### src/rtl/ysyx_22050243_mem_arbiter.sv
// ysyx_22050243_mem_arbiter
//   Shares one memory port between the instruction fetch unit (IFU, read
//   only) and the load/store unit (LSU, read/write). Only one transaction
//   can be outstanding at a time. The LSU has priority, and a starvation
//   counter makes sure the IFU still makes progress. A fetch that is
//   flushed (taken branch) still finishes on the memory side, but its
//   response pulse is suppressed.
//
// Ports
//   clk, rst          : clock; synchronous active-high reset
//   if_req_*          : IFU fetch request (valid/addr) and ready (combinational)
//   if_flush          : squash the in-flight IFU transaction
//   if_resp_*         : registered 1-cycle fetch response pulse + instruction
//   ls_req_*          : LSU request (valid/we/addr/wdata/wmask) and ready
//   ls_resp_*         : registered 1-cycle LSU response pulse + load data
//   mem_req_*         : registered request to memory, held until mem_req_ready
//   mem_resp_*        : memory response (only used in WAIT_RESP)
//   busy              : arbiter has a transaction in flight
module ysyx_22050243_mem_arbiter #(
  parameter int STARVE_MAX = 4,
  parameter int AW         = 64
) (
  input  logic          clk,
  input  logic          rst,
  input  logic          if_req_valid,
  input  logic [AW-1:0] if_req_addr,
  output logic          if_req_ready,
  input  logic          if_flush,
  output logic          if_resp_valid,
  output logic [31:0]   if_resp_inst,
  input  logic          ls_req_valid,
  input  logic          ls_req_we,
  input  logic [AW-1:0] ls_req_addr,
  input  logic [63:0]   ls_req_wdata,
  input  logic [7:0]    ls_req_wmask,
  output logic          ls_req_ready,
  output logic          ls_resp_valid,
  output logic [63:0]   ls_resp_rdata,
  output logic          mem_req_valid,
  output logic          mem_req_we,
  output logic [AW-1:0] mem_req_addr,
  output logic [63:0]   mem_req_wdata,
  output logic [7:0]    mem_req_wmask,
  input  logic          mem_req_ready,
  input  logic          mem_resp_valid,
  input  logic [63:0]   mem_resp_rdata,
  output logic          busy
);

  localparam logic [1:0] S_IDLE = 2'd0;
  localparam logic [1:0] S_REQ  = 2'd1;
  localparam logic [1:0] S_WAIT = 2'd2;

  localparam logic [1:0] OWN_NONE = 2'd0;
  localparam logic [1:0] OWN_IFU  = 2'd1;
  localparam logic [1:0] OWN_LSU  = 2'd2;

  localparam int CW = $clog2(STARVE_MAX + 1);
  localparam logic [CW-1:0] STARVE_LIM = CW'(STARVE_MAX);

  logic [1:0]    state_q, state_d;
  logic [1:0]    owner_q, owner_d;
  logic [CW-1:0] starve_q, starve_d;
  logic          squash_q, squash_d;

  logic          mreq_valid_q, mreq_valid_d;
  logic          mreq_we_q, mreq_we_d;
  logic [AW-1:0] mreq_addr_q, mreq_addr_d;
  logic [63:0]   mreq_wdata_q, mreq_wdata_d;
  logic [7:0]    mreq_wmask_q, mreq_wmask_d;

  logic          if_rv_q, if_rv_d;
  logic [31:0]   if_inst_q, if_inst_d;
  logic          ls_rv_q, ls_rv_d;
  logic [63:0]   ls_rdata_q, ls_rdata_d;

  logic idle;
  logic if_win;
  logic if_flush_hit;

  assign idle   = (state_q == S_IDLE);
  // When the starvation limit is reached, the IFU wins even against a valid LSU request.
  assign if_win = if_req_valid && (!ls_req_valid || (starve_q == STARVE_LIM));

  assign if_req_ready = idle && if_win;
  assign ls_req_ready = idle && !if_win && ls_req_valid;

  // A flush only matters while the IFU owns a transaction in flight.
  assign if_flush_hit = if_flush && (owner_q == OWN_IFU) && !idle;

  always_comb begin
    state_d      = state_q;
    owner_d      = owner_q;
    starve_d     = starve_q;
    squash_d     = squash_q;
    mreq_valid_d = mreq_valid_q;
    mreq_we_d    = mreq_we_q;
    mreq_addr_d  = mreq_addr_q;
    mreq_wdata_d = mreq_wdata_q;
    mreq_wmask_d = mreq_wmask_q;
    if_rv_d      = 1'b0;
    if_inst_d    = if_inst_q;
    ls_rv_d      = 1'b0;
    ls_rdata_d   = ls_rdata_q;

    if (if_flush_hit) squash_d = 1'b1;

    case (state_q)
      S_IDLE: begin
        if (if_req_ready) begin
          state_d      = S_REQ;
          owner_d      = OWN_IFU;
          mreq_valid_d = 1'b1;
          mreq_we_d    = 1'b0;
          mreq_addr_d  = if_req_addr;
          starve_d     = '0;
        end else if (ls_req_ready) begin
          state_d      = S_REQ;
          owner_d      = OWN_LSU;
          mreq_valid_d = 1'b1;
          mreq_we_d    = ls_req_we;
          mreq_addr_d  = ls_req_addr;
          mreq_wdata_d = ls_req_wdata;
          mreq_wmask_d = ls_req_wmask;
          if (if_req_valid && (starve_q != STARVE_LIM)) starve_d = starve_q + CW'(1);
        end
      end
      S_REQ: begin
        if (mem_req_ready) begin
          mreq_valid_d = 1'b0;
          state_d      = S_WAIT;
        end
      end
      S_WAIT: begin
        if (mem_resp_valid) begin
          state_d  = S_IDLE;
          owner_d  = OWN_NONE;
          squash_d = 1'b0;
          if (owner_q == OWN_IFU) begin
            // A flush in the same cycle as the response also suppresses the pulse.
            if_inst_d = mreq_addr_q[2] ? mem_resp_rdata[63:32] : mem_resp_rdata[31:0];
            if_rv_d   = !(squash_q || if_flush);
          end else begin
            ls_rv_d    = 1'b1;
            ls_rdata_d = mreq_we_q ? 64'd0 : mem_resp_rdata;
          end
        end
      end
      default: state_d = S_IDLE;
    endcase
  end

  always_ff @(posedge clk) begin
    if (rst) begin
      state_q      <= S_IDLE;
      owner_q      <= OWN_NONE;
      starve_q     <= '0;
      squash_q     <= 1'b0;
      mreq_valid_q <= 1'b0;
      mreq_we_q    <= 1'b0;
      mreq_addr_q  <= '0;
      mreq_wdata_q <= '0;
      mreq_wmask_q <= '0;
      if_rv_q      <= 1'b0;
      if_inst_q    <= '0;
      ls_rv_q      <= 1'b0;
      ls_rdata_q   <= '0;
    end else begin
      state_q      <= state_d;
      owner_q      <= owner_d;
      starve_q     <= starve_d;
      squash_q     <= squash_d;
      mreq_valid_q <= mreq_valid_d;
      mreq_we_q    <= mreq_we_d;
      mreq_addr_q  <= mreq_addr_d;
      mreq_wdata_q <= mreq_wdata_d;
      mreq_wmask_q <= mreq_wmask_d;
      if_rv_q      <= if_rv_d;
      if_inst_q    <= if_inst_d;
      ls_rv_q      <= ls_rv_d;
      ls_rdata_q   <= ls_rdata_d;
    end
  end

  assign mem_req_valid = mreq_valid_q;
  assign mem_req_we    = mreq_we_q;
  assign mem_req_addr  = mreq_addr_q;
  assign mem_req_wdata = mreq_wdata_q;
  assign mem_req_wmask = mreq_wmask_q;
  assign if_resp_valid = if_rv_q;
  assign if_resp_inst  = if_inst_q;
  assign ls_resp_valid = ls_rv_q;
  assign ls_resp_rdata = ls_rdata_q;
  assign busy          = !idle;

endmodule

### config.mk
export PLATFORM = sky130hd
export DESIGN_NAME = ysyx_22050243_mem_arbiter
export DESIGN_NICKNAME = d
export VERILOG_FILES = /design/src/rtl/ysyx_22050243_mem_arbiter.sv
export SDC_FILE = /design/constraint.sdc
export NUM_CORES = 1
export LEC_CHECK = 0
export ABC_AREA = 1
export ABC_CLOCK_PERIOD_IN_PS = 2050
export CAP_MARGIN = 10
export CORE_AREA = 2 2 199 201
export CTS_CLUSTER_DIAMETER = 100
export DETAILED_ROUTE_END_ITERATION = 6
export DIE_AREA = 0 0 201 203
export PLACE_DENSITY = 0.62
export SLEW_MARGIN = 10
export SYNTH_ARGS = -nofsm -noshare
export SYNTH_HDL_FRONTEND = slang
export SYNTH_SLANG_ARGS = --single-unit
export TNS_END_PERCENT = 30
### constraint.sdc
create_clock -name clk -period 2.05 [get_ports clk]
set_input_delay 0.5125 -clock clk [delete_from_list [all_inputs] [get_ports clk]]
set_output_delay 0.5125 -clock clk [all_outputs]
set_load 0.01 [all_outputs]
==> key figures <==
Power
  • Total power: approximately 13 mW
  • Leakage: ~7.4 nW
  • Peak supply drop: between 0.5 and 0.6 mV
  • Power density over cell area: 789 nW/µm²

STA
  • Period Utilization, post-route: 0.993
  • Slew @ Worst Pin: roughly 800 ps
  • Final Hold Fails: 0
  • Max_slew headroom: 0.464
  • RSZ-0062 raised after global routing: yes
  • Fin Hold WS: 361 ps
  • Max Slew Vio Count: 0
  • Max Freq: 491 MHz
  • Final Critical Period: 2040 ps
  • Clk_skew: 9.79 ps
  • Final worst setup slack: 14.9 ps
  • Setup violations, final: 0

Synthesis
  • Post-synthesis cell count: about 1500
  • Syn Area/Cell: 6.98 µm²
  • #FFs+latches synth: 244
  • Post-synth net total: 1760
  • Synth Warn #: 0
  • Area of the mapped netlist: around 10000 µm²
  • Seq/Total Area, Yosys: 0.471
  • Netlist cell types: 26

Clock network
  • Clk sinks: 244
  • Clk slew on worst S/H paths: 60 ps
  • Clock latency on the worst-skew pair: 540 ps
  • H-tree depth: 1
  • Max clock buf depth: 3
  • Clock root cell: clkbuf_16
  • Hold_buf cts: 0
  • CTS tree: built
  • CTS Buf Count: 28

Cells and area
  • FILL cells: 3966
  • Share of layout cells above drive strength 1: 0.0623
  • Most frequent cells in the layout: clkdlybuf4s50_1, nand2_1, dfxtp_1, nor2_1, inv_1
  • Multi-input logic area: 4420 µm²
  • Synth-to-layout area growth: 64.7%
  • Post-layout util: 0.444
  • Leading cell type in the layout, fill and taps excluded: clkdlybuf4s50_1
  • Seq. cell area: 4890 µm²
  • Layout Cells excl Fill: 2494
  • Final #Nets: between 2000 and 2500

Worst setup path
  • FF-to-FF Start: starve_q[1]
  • Worst R2R Path Depth: 9
  • Worst setup path startpoint: starve_q[1]
  • Reg2reg end: mem_req_wmask[7]
  • Worst path arrival time: 1520 ps
  • R2r setup slk: 180 ps
  • Setup crit end: ls_req_ready
  • Crit path max fanout: 3
  • CP Class: reg -> out
  • Critical Path RT: 1540 ps
  • Crit start category: flip-flop
  • Crit. End Element: primary output

Place
  • Pre-CTS setup slack: -473 ps
  • Inst Count DP: 2436
  • Final GP Congestion: 0.846
  • PortBufs: 510
  • Post-DP HPWL: 27600 µm

Floorplan
  • Top Ports: a little over 500
  • Area of the die: 40800 µm²
  • Die Ht: 203 µm
  • Initial Util: 0.270
  • Die span in x: 201 µm
  • Core area: roughly 38000 µm²
  • # rows: 72

Routing
  • Via density: between 4 and 5
  • Post-Route WL: 38700 µm
  • Detailed Routing Iterations Pass 1: 7
  • DRC: 0
  • Vias post-DR: 11400
  • Antenna-violating nets left: 0
  • Wire per inst: 15.5 µm
  • Drt initial violations: 545

Global routing
  • Antenna violations before repair: 2
  • Largest net degree at the start of global routing: 105
  • First-pass GRT wire length: 59100 µm
  • Vias in the first global route: 10700
  • Gr usage total: 0.180
  • GRT overflow: 0

Flow run
  • # Max-Cap Violations: 0

Outcome
  • Status: finished clean

Worst hold path
  • Hold Path Class: in -> reg
sequential cells by signal, summed over array words and instances, names as in the netlist, 2 cells and up:
name,flops
ls_resp_rdata,64
mem_req_addr,64
mem_req_wdata,64
if_resp_inst,32
mem_req_wmask,8
starve_q,3
owner_q,2
state_q,2
through the flow:
step	cell area (µm²)	TNS (ps)
finish	17100	0
global route	17100	-145
CTS	17000	-223
detailed placement	16000	-28180
global placement	16000	-25760
floorplan	10400	0
final cells by class:
type | instances | share of cell area
repair buffers | 554 | 0.327
flip-flops and latches | 244 | 0.286
multi-input cells | 976 | 0.258
clock buffers | 38 | 0.0468
well taps | 518 | 0.0379
inverters | 148 | 0.0328
clock inverters | 14 | 0.0107
diodes | 2 | 0.000293
worst min path at each step:
stage	startpoint	cells past startpoint	to	slack, ps
final	rst	2	state_q[0]	360
after global routing	rst	2	owner_q[0]	360
after CTS	rst	2	state_q[1]	330
after detailed placement	squash_q	1	if_resp_valid	430
after global placement	squash_q	1	if_resp_valid	420
after floorplan	squash_q	1	if_resp_valid	400
power breakdown:
part           switching, mW  leakage (nW)  total, mW  internal, mW
registers              0.174          2.00       5.25          5.08
clock network           2.05         0.481       5.29          3.23
logic                   1.46          4.90       2.95          1.49
total                   3.69          7.38       13.5          9.80
per-layer routing:
metal | vias to the layer above | global-route usage | share of wire | routed length, µm
met5 | - | 0 | 0 | 0
met4 | 0 | 0.0524 | 0.023 | 884
met3 | 51 | 0.0515 | 0.088 | 3430
met2 | 434 | 0.308 | 0.47 | 18300
met1 | 5174 | 0.219 | 0.42 | 16100
li1 | 5699 | - | - | -
kinds of logic (layout without fill, tap and decap cells):
family | count (synthesis) | after routing | share of synthesized area
flip-flops | 244 | 244 | 0.471
AND/OR/NAND/NOR | 730 | 730 | 0.298
XOR/XNOR | 1 | 1 | 0.000844
adder cells (fa/ha/maj) | 2 | 2 | 0.00241
AO/OA/AOI/OAI | 243 | 243 | 0.118
other | 0 | 2 | 0
buffers and inverters | 266 | 754 | 0.110
worst max-delay path, cell delays in order, from the launching register on:
cell and delay [ps]:
dfxtp_2 350, inv_2 50, ha_4 160, nand2_4 60
nand2_4 70, nand2_4 70, nand2_4 70, inv_4 60
buf_6 90
synthesized netlist by cell type:
cell type / n / share of area
nand2_1: 309 / 0.11
dfxtp_1: 244 / 0.47
nor2_1: 216 / 0.078
inv_1: 141 / 0.051
nand3_1: 133 / 0.064
o21ai_1: 120 / 0.058
a21oi_1: 72 / 0.035
nand4_1: 66 / 0.040
o21ai_0: 49 / 0.024
buf_2: 46 / 0.022
clkbuf_1: 45 / 0.016
buf_4: 20 / 0.014
inv_2: 6 / 0.0022
buf_1: 5 / 0.0018
ha_1: 2 / 0.0024
nand2_2: 2 / 0.0012
a31oi_1: 1 / 0.00060
buf_6: 1 / 0.0011
clkbuf_2: 1 / 0.00048
inv_4: 1 / 0.00060
nand3_2: 1 / 0.00096
nor2_2: 1 / 0.00060
nor2_4: 1 / 0.0011
nor4_1: 1 / 0.00060
o21ai_2: 1 / 0.00084
xor2_1: 1 / 0.00084
repair_timing:
action,in CTS,in global routing
setup endpoints to repair,6,25
gates resized for setup,21,21
buffers inserted,1,3
pin swaps,1,3
Power figures use the tool's default switching activity.
